==> src/rtl/unit_arbiter.sv <==
// unit_arbiter: round-robin arbiter that time-shares one compute unit among N requesters,
// with rising-edge completion detection and a RUN-cycle timeout.
module unit_arbiter #(
  parameter int N = 4,
  parameter int W = 32,
  parameter int TMO = 1023
) (
  input  logic           CLK,
  input  logic           RST,
  input  logic [N-1:0]   REQ,
  input  logic [N*W-1:0] ARGin,
  output logic [N-1:0]   ACK,
  output logic [W-1:0]   RESout,
  output logic           ERR,
  output logic           BUSY,
  output logic [W-1:0]   U_ARG,
  output logic           U_RST,
  input  logic           U_RES,
  input  logic [W-1:0]   U_DATA
);
  localparam int PW = N > 1 ? $clog2(N) : 1;
  localparam int TW = $clog2(TMO + 1);
  localparam logic [1:0] IDLE = 2'd0, LOAD = 2'd1, RUN = 2'd2, DONE = 2'd3;
  logic [1:0]    state;
  logic [PW-1:0] ptr, g, win;
  logic [TW-1:0] timer;
  logic          res_old, just_done, hit, rise;
  logic [N-1:0]  elig;
  // the requester just served sits out the first IDLE cycle so others get a turn
  always_comb begin
    elig = REQ;
    if (just_done) elig[ptr] = 1'b0;
    win = ptr;
    hit = 1'b0;
    for (int i = 1; i <= N; i++)
      if (!hit && elig[(int'(ptr) + i) % N]) begin
        win = PW'((int'(ptr) + i) % N);
        hit = 1'b1;
      end
  end
  assign rise = U_RES & ~res_old;
  always_ff @(posedge CLK)
    if (!RST) begin
      state     <= IDLE;
      ACK       <= '0;
      ERR       <= 1'b0;
      BUSY      <= 1'b0;
      RESout    <= '0;
      U_ARG     <= '0;
      U_RST     <= 1'b0;
      timer     <= '0;
      ptr       <= PW'(N - 1);
      g         <= '0;
      res_old   <= 1'b1;
      just_done <= 1'b0;
    end else begin
      res_old   <= U_RES;
      just_done <= 1'b0;
      case (state)
        IDLE: if (hit) begin
          g     <= win;
          U_ARG <= ARGin[win*W +: W];
          BUSY  <= 1'b1;
          state <= LOAD;
        end
        LOAD: begin
          U_RST <= 1'b1;
          state <= RUN;
        end
        RUN: if (rise || timer == TW'(TMO)) begin
          RESout <= rise ? U_DATA : '0;
          ERR    <= ~rise;
          ACK    <= N'(1) << g;
          state  <= DONE;
        end else timer <= timer + 1'b1;
        DONE: begin
          ACK       <= '0;
          ERR       <= 1'b0;
          U_RST     <= 1'b0;
          BUSY      <= 1'b0;
          ptr       <= g;
          timer     <= '0;
          just_done <= 1'b1;
          state     <= IDLE;
        end
      endcase
    end
endmodule

==> config.mk <==
export PLATFORM = sky130hd
export DESIGN_NAME = unit_arbiter
export DESIGN_NICKNAME = d
export VERILOG_FILES = /design/src/rtl/unit_arbiter.sv
export SDC_FILE = /design/constraint.sdc
export NUM_CORES = 1
export LEC_CHECK = 0
export ABC_CLOCK_PERIOD_IN_PS = 6100
export BUFFER_PORTS_ARGS = -buffer_cell sky130_fd_sc_hd__buf_2
export CORE_ASPECT_RATIO = 1.5
export CORE_MARGIN = 2
export CORE_UTILIZATION = 48
export DETAILED_ROUTE_END_ITERATION = 6
export PLACE_DENSITY = 0.87
export RECOVER_POWER = 25
export SLEW_MARGIN = 40
export SYNTH_ARGS = -nofsm -noshare
export SYNTH_HDL_FRONTEND = slang
export SYNTH_SLANG_ARGS = --single-unit
==> constraint.sdc <==
create_clock -name CLK -period 6.1 [get_ports CLK]
set_clock_uncertainty 0.15 [all_clocks]
set_input_delay 1.22 -clock CLK [delete_from_list [all_inputs] [get_ports CLK]]
set_output_delay 1.22 -clock CLK [all_outputs]
set_load 0.01 [all_outputs]
After elaboration in Yosys (flattened, before gate mapping)
Cells that the tools add are included.
{"block": "op_classes", "addsub": 5, "n_lt_le_gt_ge": 6, "eq_ne": 7, "n_shift": 2, "n_mux": 37, "n_bitwise": 9, "n_reduce_logical": 22}
{"op": "indexed part select 128 x 8 -> 32 bit", "count": 1}
{"op": "two-way mux 32 bit", "count": 1}
{"op": "case mux 10 bit (2 select lines)", "count": 1}
{"op": "< comparator 3 x 4 -> 1 bit, second input constant", "count": 4}
{"op": "two-way mux 1 bit", "count": 16}
{"op": "two-way mux 2 bit", "count": 6}
{"op": "AND reduction 2 bit", "count": 6}
{"op": "adder 10 x 1 -> 10 bit, second input constant", "count": 1}
{"op": "== test 10 bit, second input constant", "count": 1}
{"op": "two-way mux 10 bit", "count": 1}
{"op": "binary-select mux 1 bit (select 2 bit)", "count": 4}
{"op": "two-way mux 4 bit", "count": 2}
{"op": "case mux 2 bit (4 select lines)", "count": 1}
{"op": "case mux 4 bit (2 select lines)", "count": 1}
{"op": "OR reduction 2 bit", "count": 4}
{"op": "inequality test 2 bit, second input constant", "count": 3}
{"op": "case mux 1 bit (2 select lines)", "count": 3}
{"op": "nonzero test 2 bit", "count": 3}
{"op": "adder 2 x 1 -> 2 bit, second input constant", "count": 2}
{"op": "adder 2 bit, second input constant", "count": 2}
{"op": "AND 1 bit, first input constant", "count": 4}
{"op": "AND 4 bit", "count": 1}
{"op": "== test 2 bit, second input constant", "count": 2}
{"op": "logical AND 1 bit", "count": 4}
{"op": "11 further kinds", "count": 14}
{"block": "word_totals", "ff_bits": 89, "out_inout_bits": 71, "elab_cells": 100}

Longest topological paths before layout
Gate-level depths: netlist (run 1).
{"block": "depth", "ltp_word": 22, "ltp_mapped": 10, "depth_no_buf": 8}

Least setup slack after synthesis (run 1)
No wires, ideal clock.
{"block": "synth_timing", "path_type": "input -> register", "startpoint": "in REQ[2]", "endpoint": "reg U_ARG[0]", "setup_time_ns": 0.133, "arrival_time_ns": 2.601, "required_time_ns": 5.817, "path_slack_ns": 3.216, "path_stages": 8, "n_path_buf": 2, "path_cell_list": "inv_1 > o221ai_1 > nor2_2 > a2111oi_4 > buf_12 > buf_12 > mux2i_1 > o221ai_1"}
{"block": "synth_via", "elab_chain_len": 16, "elab_cells_between_ends": 30, "classes_between": "shift: 1; mux: 21; bitwise: 1; reduce/logical: 7"}
{"item": "start: declaration", "line": "10", "text": "input logic [N-1:0] REQ,"}
{"item": "AND 4 bit (no source line)"}
{"item": "two-way mux 4 bit (*)", "line": "32", "text": "if (just_done) elig[ptr] = 1'b0;"}
{"item": "binary-select mux 1 bit (select 2 bit)", "line": "36", "text": "if (!hit && elig[(int'(ptr) + i) % N]) begin"}
{"item": "two-way mux 1 bit (implied by the code) (2 in series)", "line": "36"}
{"item": "two-way mux 1 bit", "line": "36"}
{"item": "zero test 1 bit", "line": "36"}
{"item": "logical AND 1 bit", "line": "36"}
{"item": "two-way mux 1 bit", "line": "36"}
{"item": "zero test 1 bit", "line": "36"}
{"item": "logical AND 1 bit", "line": "36"}
{"item": "two-way mux 1 bit", "line": "36"}
{"item": "zero test 1 bit", "line": "36"}
{"item": "logical AND 1 bit", "line": "36"}
{"item": "two-way mux 2 bit or two-way mux 1 bit (tied branches)", "line": "36"}
{"item": "indexed part select 128 x 8 -> 32 bit or AND reduction 2 bit (tied branches)"}
{"item": "end signal: assignment", "line": "62", "text": "U_ARG <= ARGin[win*W +: W];"}
{"item": "end: declaration", "line": "16", "text": "output logic [W-1:0] U_ARG,"}
Every way passes the cells marked *; elsewhere a longest branch is shown, timed or not. The select of a mux whose other input is x is not followed.
A chain may end at the register's enable or synchronous reset.

Final worst setup path (run 1)
{"block": "layout_timing", "startpoint": "in REQ[3]", "endpoint": "reg U_ARG[30]"}
Same word-level chain as after synthesis.

==> metrics.csv, run 1 <==
metric,value,unit
cts_buffers,9,
critPathRequiredTime,6130,ps
clock_power_share,0.279,
rsz0062_at_grt,false,
gp_congestion,0.801,
r2r_setup_slack,2910,ps
dieArea,9820,µm²
synth_top_area_frac,0.411,
crit_chain,buf_2 > nor2_1 > o221ai_1 > nor2_2 > a2111oi_4 > buf_6 > mux2i_1 > o221ai_1,
n_antenna_cell,0,
worstSetupPathType,in2reg,
synth-warning-count,0,
maxCapViolCount,0,
hold_depth,2,
synth.area.top_cells,"dfxtp_1 (41%), mux2i_1 (16%), o221ai_1 (6.7%)",
drc_errors,0,
worstHoldStart,ACK[2],
finalInstanceArea,5760,µm²
antenna_found_initial,0,
mappedNetlistNets,621,
p_leak,2.47,nW
grt_max_degree,65,
die_h,120,µm
area_growth,32.9,%
setup-tns-final,0,ps
cts-root-buf,clkbuf_16,
finalCriticalPeriod,3290,ps
worstReg2RegEnd,U_ARG[30],
drt_iter0_drc,146,
boundaryPins,238,
status,completed,
nets,841,
cts_resized,0,
cpMostUsedCell,o221ai_1,
cp_max_fo,64,
yosysSeqAreaShare,0.411,
yosysUniqueCellTypes,46,
internal_power,1.41,mW
synth_edf_count,0,
cts_setup_buffers,0,
ir_drop,0.000222,V
slowest_delay,590,ps
syn-cell-area,4330,µm²
final_common_cell,buf_2,
ys_ff_latch,89,
die_w,81.6,µm
grt_pass1_wl,19.1,mm
start_util,0.494,
core,8780,µm²
drive_gt1_frac,0.352,
final_hold_viol_count,0,
htreeDepth,3,
grt_pass1_vias,4222,
wl,12.5,mm
track_usage,0.249,
dpl-instance-area,5470,µm²
drtAntennaViolNets,0,
holdCritPathClass,reg2reg,
syn_area_per_cell,9.74,µm²
p_comb_frac,0.347,
min_to,ACK[2],
worstMarginPinSlew,992,ps
firstDrtPassIters,5,
netlist_instances,445,
postCtsHoldBufs,0,
slowest_stage,buf_6,
path_clk_slew,60,ps
dp_hpwl,9.66,mm
clk_latency,330,ps
reg2reg_from,ptr[0],
power_switching,745,µW
synth_largest_area_cell,dfxtp_1,
cts_buffer_depth,2,
seq_power_share,0.374,
synthFlopType,dfxtp_1,
vias_per_cell,5.45,
port-buffer-count,237,
arrival,3330,ps
grt-ovfl-total,0,
clock_sinks,89,
end_kind,flop,
fmax,304,MHz
final_max_slew_viol_count,0,
ff2ff_path_depth,8,
finalCritPeriodShare,0.540,
switching_share,0.346,
fillers,721,
p_per_area,374,nW/µm²
final_cell_mix,"buf_2 (201), dfxtp_1 (89), mux2i_1 (68), nand2_1 (43), nor2_1 (41)",
synthArstFlopShare,0,
crit_path_start_kind,input port,
relSlewSlack,0.339,
post_drt_wl_per_cell,16.1,µm
row_count,42,
dr_total_vias,4252,
cts_tree,yes,
setup_violations,0,
worst max path at each step:
stage                            to  slack [ps]    from
final                     U_ARG[30]        2810  REQ[3]
after global placement    U_ARG[25]        2150     RST
after floorplan            U_ARG[0]        3220  REQ[2]
after detailed placement  U_ARG[11]        2400     RST
after global routing      U_ARG[25]        2520     RST
after CTS                 U_ARG[11]        2750     RST
cell families (layout without fill, tap and decap cells):
family	Yosys count	count (layout)	synth area share
adder cells (fa/ha/maj)	9	9	0.0260
AO/OA/AOI/OAI	95	95	0.180
AND/OR/NAND/NOR	135	135	0.145
buffers and inverters	39	264	0.0592
flip-flops	89	89	0.411
XOR/XNOR	8	8	0.0162
multiplexers	70	70	0.162
worst max-delay path, delay by kind of cell:
| kind | cells | cell delay, ps |
|---|---|---|
| buf+inv | 2 | 690 |
| simple gates | 2 | 140 |
| mux | 1 | 310 |
| compound gates | 3 | 890 |
per-layer routing:
metal  GRT usage  part of all wire  vias up
met3      0.0948              0.13       20
met1       0.270              0.36     1940
met2       0.433              0.50      219
met5           0                 0        -
li1            -                 -     2073
met4      0.0854             0.014        0
synth_stat cells, types with 8 or more instances:
cell type / n
xnor2_1: 8
mux2i_1: 68
nand2_1: 43
nand3_1: 8
clkbuf_1: 17
dfxtp_1: 89
a22oi_1: 33
nor2b_1: 17
nor2_1: 42
ha_1: 9
o221ai_1: 33
layout make-up:
cell class / instances / area, µm² / share of cell area
repair buffers: 240 / 1170 / 0.203
clock buffers: 10 / 239 / 0.0415
inverters: 8 / 30.0 / 0.00522
clock inverters: 6 / 90.1 / 0.0156
multi-input cells: 317 / 2310 / 0.401
well taps: 110 / 138 / 0.0239
flip-flops and latches: 89 / 1780 / 0.309
stage by stage:
step                      setup slack (ps)   util  hold slack, ps  power (mW)  std cells
after floorplan                       3220      -             326        1.33        445
after global placement                2150  0.620             290        1.53        762
after detailed placement              2400  0.624             292        1.57        764
after CTS                             2750  0.661             312        2.18        780
after global routing                  2520  0.656             336        2.27        780
final                                 2810  0.656             310        2.15        780
state kept, by name, summed over array words and instances, names as in the netlist:
name and cells:
just_done 1, res_old 1, g 2, U_ARG 32, RESout 32, ACK 4
ERR 1, ptr 2, U_RST 1, state 2, timer 10, BUSY 1
power groups by stage:
stage / registers [mW] / clock network, mW / logic, mW
after floorplan: 0.859 / 0 / 0.468
after global placement: 0.809 / 0 / 0.725
after detailed placement: 0.812 / 0 / 0.763
after CTS: 0.802 / 0.615 / 0.764
after global routing: 0.820 / 0.632 / 0.815
final: 0.804 / 0.600 / 0.746
No activity file was read; power rests on OpenSTA's default activity.
==> run 2: changes to the inputs <==
ABC_CLOCK_PERIOD_IN_PS = 2980   (was 6100)
CORE_UTILIZATION = 41   (was 48)
PLACE_DENSITY = 0.8   (was 0.87)
clock period = 2.98 ns   (was 6.1 ns; I/O delays follow)
==> run 2 against run 1 <==
First-iteration DRC count rose by 0.68%. Highest routed layer unchanged. Critical path type is now reg2reg. Final cell count rose by 5.4%. Global-route usage fell by 3.3 points. Die area rose by 16%. Largest cell class unchanged. Clock power rose by 93%.
==> metrics.csv, run 2 (synthesis results as in run 1) <==
metric,value,unit,change
status,completed,,
ff2ff_path_depth,10,,+2
slowest_stage,dfxtp_2,,
top_usage_layer,met2,,
drc_errors,0,,unchanged
met3_usage,0.0974,,+0.00263
worstSetupPathType,reg2reg,,
fmax,357,MHz,
gp_congestion,0.929,,+16%
post_drt_wl_per_cell,16.3,µm,+1.8%
use_met1,0.214,,-0.0560
dp_cells,802,,+5.0%
antenna_found_initial,1,,+1
cts_tree,yes,,
clock_sinks,89,,unchanged
slowest_delay,410,ps,-180 ps
crit_path_start_kind,flop,,
cp_num_buf_inv,3,,+1
dieArea,11400,µm²,+16%
final_common_cell,buf_2,,
rsz0062_at_grt,false,,
end_kind,flop,,
drtAntennaViolNets,0,,unchanged
cp_top_family,compound AO/OA/AOI/OAI gates,,
wl,13.4,mm,+7.3%
worstMarginPinSlew,1040,ps,+45.0 ps
setup-tns-final,0,ps,unchanged
ir_drop,0.000370,V,+66%
relSlewSlack,0.309,,-0.0300
internal_power,2.75,mW,+96%
r2r_setup_slack,180,ps,-2730 ps
seq_power_share,0.375,,about the same
critPathRequiredTime,3030,ps,-3100 ps
core,10400,µm²,+19%
finalCriticalPeriod,2800,ps,
p_per_area,750,nW/µm²,+100%
cp_max_fo,32,,-50%
drive_gt1_frac,0.355,,+0.00227
drt_iter0_drc,147,,+0.68%
final_hold_viol_count,0,,unchanged
hold_depth,2,,unchanged
cts_buffers,9,,unchanged
port-buffer-count,237,,unchanged
maxCapViolCount,0,,unchanged
dr_total_vias,4292,,+0.94%
holdCritPathClass,in2reg,,
clock_power_share,0.264,,-0.015
arrival,2860,ps,-470 ps
worstHoldStart,U_RES,,
clk_latency,340,ps,about the same
reg2reg_from,ptr[0],,
vias_per_cell,5.22,,-4.2%
largest_registers,"RESout x32, U_ARG x32, timer x10",,
cts_buffer_depth,2,,unchanged
path_clk_slew,80,ps,+20 ps
grt_pass1_vias,4065,,-3.7%
setup_violations,0,,unchanged
power_switching,1.64,mW,+120%
start_util,0.416,,-0.0778
final_cell_mix,"buf_2 (201), dfxtp_1 (88), mux2i_1 (68), nand2_1 (43), nor2_1 (41)",,
grt_max_degree,65,,unchanged
use_met2,0.393,,-0.0408
finalCritPeriodShare,0.941,,
switching_share,0.373,,+0.0268
firstDrtPassIters,6,,+1
worstReg2RegEnd,U_ARG[3],,
dp_hpwl,9.90,mm,+2.5%
crit_chain,inv_1 > ha_1 > a21boi_2 > mux2_2 > a21oi_2 > a2111oi_4 > buf_4 > clkbuf_16 > mux2i_1 > o221ai_1,,
final_max_slew_viol_count,0,,unchanged
p_leak,2.50,nW,+1.4%
cts-root-buf,clkbuf_16,,
p_comb_frac,0.361,,+0.014
die_w,87.9,µm,+7.8%
min_to,res_old,,
finalNonFillerCells,822,,+5.4%
row_count,46,,+9.5%
postCtsHoldBufs,0,,unchanged
grt-ovfl-total,0,,unchanged
die_h,130,µm,+7.9%
grt_pass1_wl,19.2,mm,+0.62%
nets,848,,+0.83%
boundaryPins,238,,unchanged
track_usage,0.215,,-0.0334
htreeDepth,3,,unchanged
area_growth,35.0,%,
==> run 2: cell count changes in the layout (fill, tap and decap cells not counted), sizes merged <==
| cell | change |
|---|---|
| buf | +6 |
| bufinv | -2 |
| clkinv | +2 |
| clkinvlp | -1 |
| diode | +1 |
| inv | +2 |
==> run 2: worst max path at each step <==
stage                end  cells after the start    from
6_report        U_ARG[3]                     10  ptr[0]
2_1_floorplan   U_ARG[0]                      9  ptr[0]
5_1_grt         U_ARG[3]                     10  ptr[0]
4_1_cts         U_ARG[3]                      8  ptr[0]
3_3_place_gp   U_ARG[13]                      8  ptr[0]
3_5_place_dp    U_ARG[3]                      8  ptr[0]
==> run 2: layout make-up <==
type | count | area [µm²]
sequential | 89 | 1780
antenna | 1 | 2.50
tap | 144 | 180
multi-input combinational | 317 | 2300
fill | 933 | 4570
clock buffer | 9 | 225
inverter | 8 | 30.0
timing repair buffer | 247 | 1240
clock inverter | 7 | 83.8
==> run 2: power by group through the flow <==
stage	registers, mW	logic (mW)	clock network [mW]
after floorplan	1.76	0.958	0
after global placement	1.66	1.53	0
after detailed placement	1.66	1.59	0
after CTS	1.64	1.59	1.19
after global routing	1.67	1.73	1.23
final	1.65	1.58	1.16
==> run 2: timing repair <==
action,CTS,global route
hold endpoints to repair,0,0
setup buffers,0,2
resized for setup,0,5
setup endpoints to repair,0,32
==> run 2: stage by stage <==
step            util  setup WS, ps  total power [mW]  hold WS (ps)  instance area (µm²)
5_1_grt        0.561          20.6              4.63           303                 5850
6_report       0.562           176              4.39           309                 5850
3_3_place_gp   0.532           258              3.19           290                 5540
4_1_cts        0.561           108              4.42           300                 5850
2_1_floorplan      -           562              2.72           326                 4330
3_5_place_dp   0.532           126              3.25           297                 5540
==> run 2: per-layer routing <==
| metal | vias up | wire [µm] |
|---|---|---|
| met2 | 201 | 6660 |
| li1 | 2088 | - |
| met3 | 20 | 1700 |
| met4 | 0 | 215 |
| met5 | - | 0 |
| met1 | 1983 | 4860 |
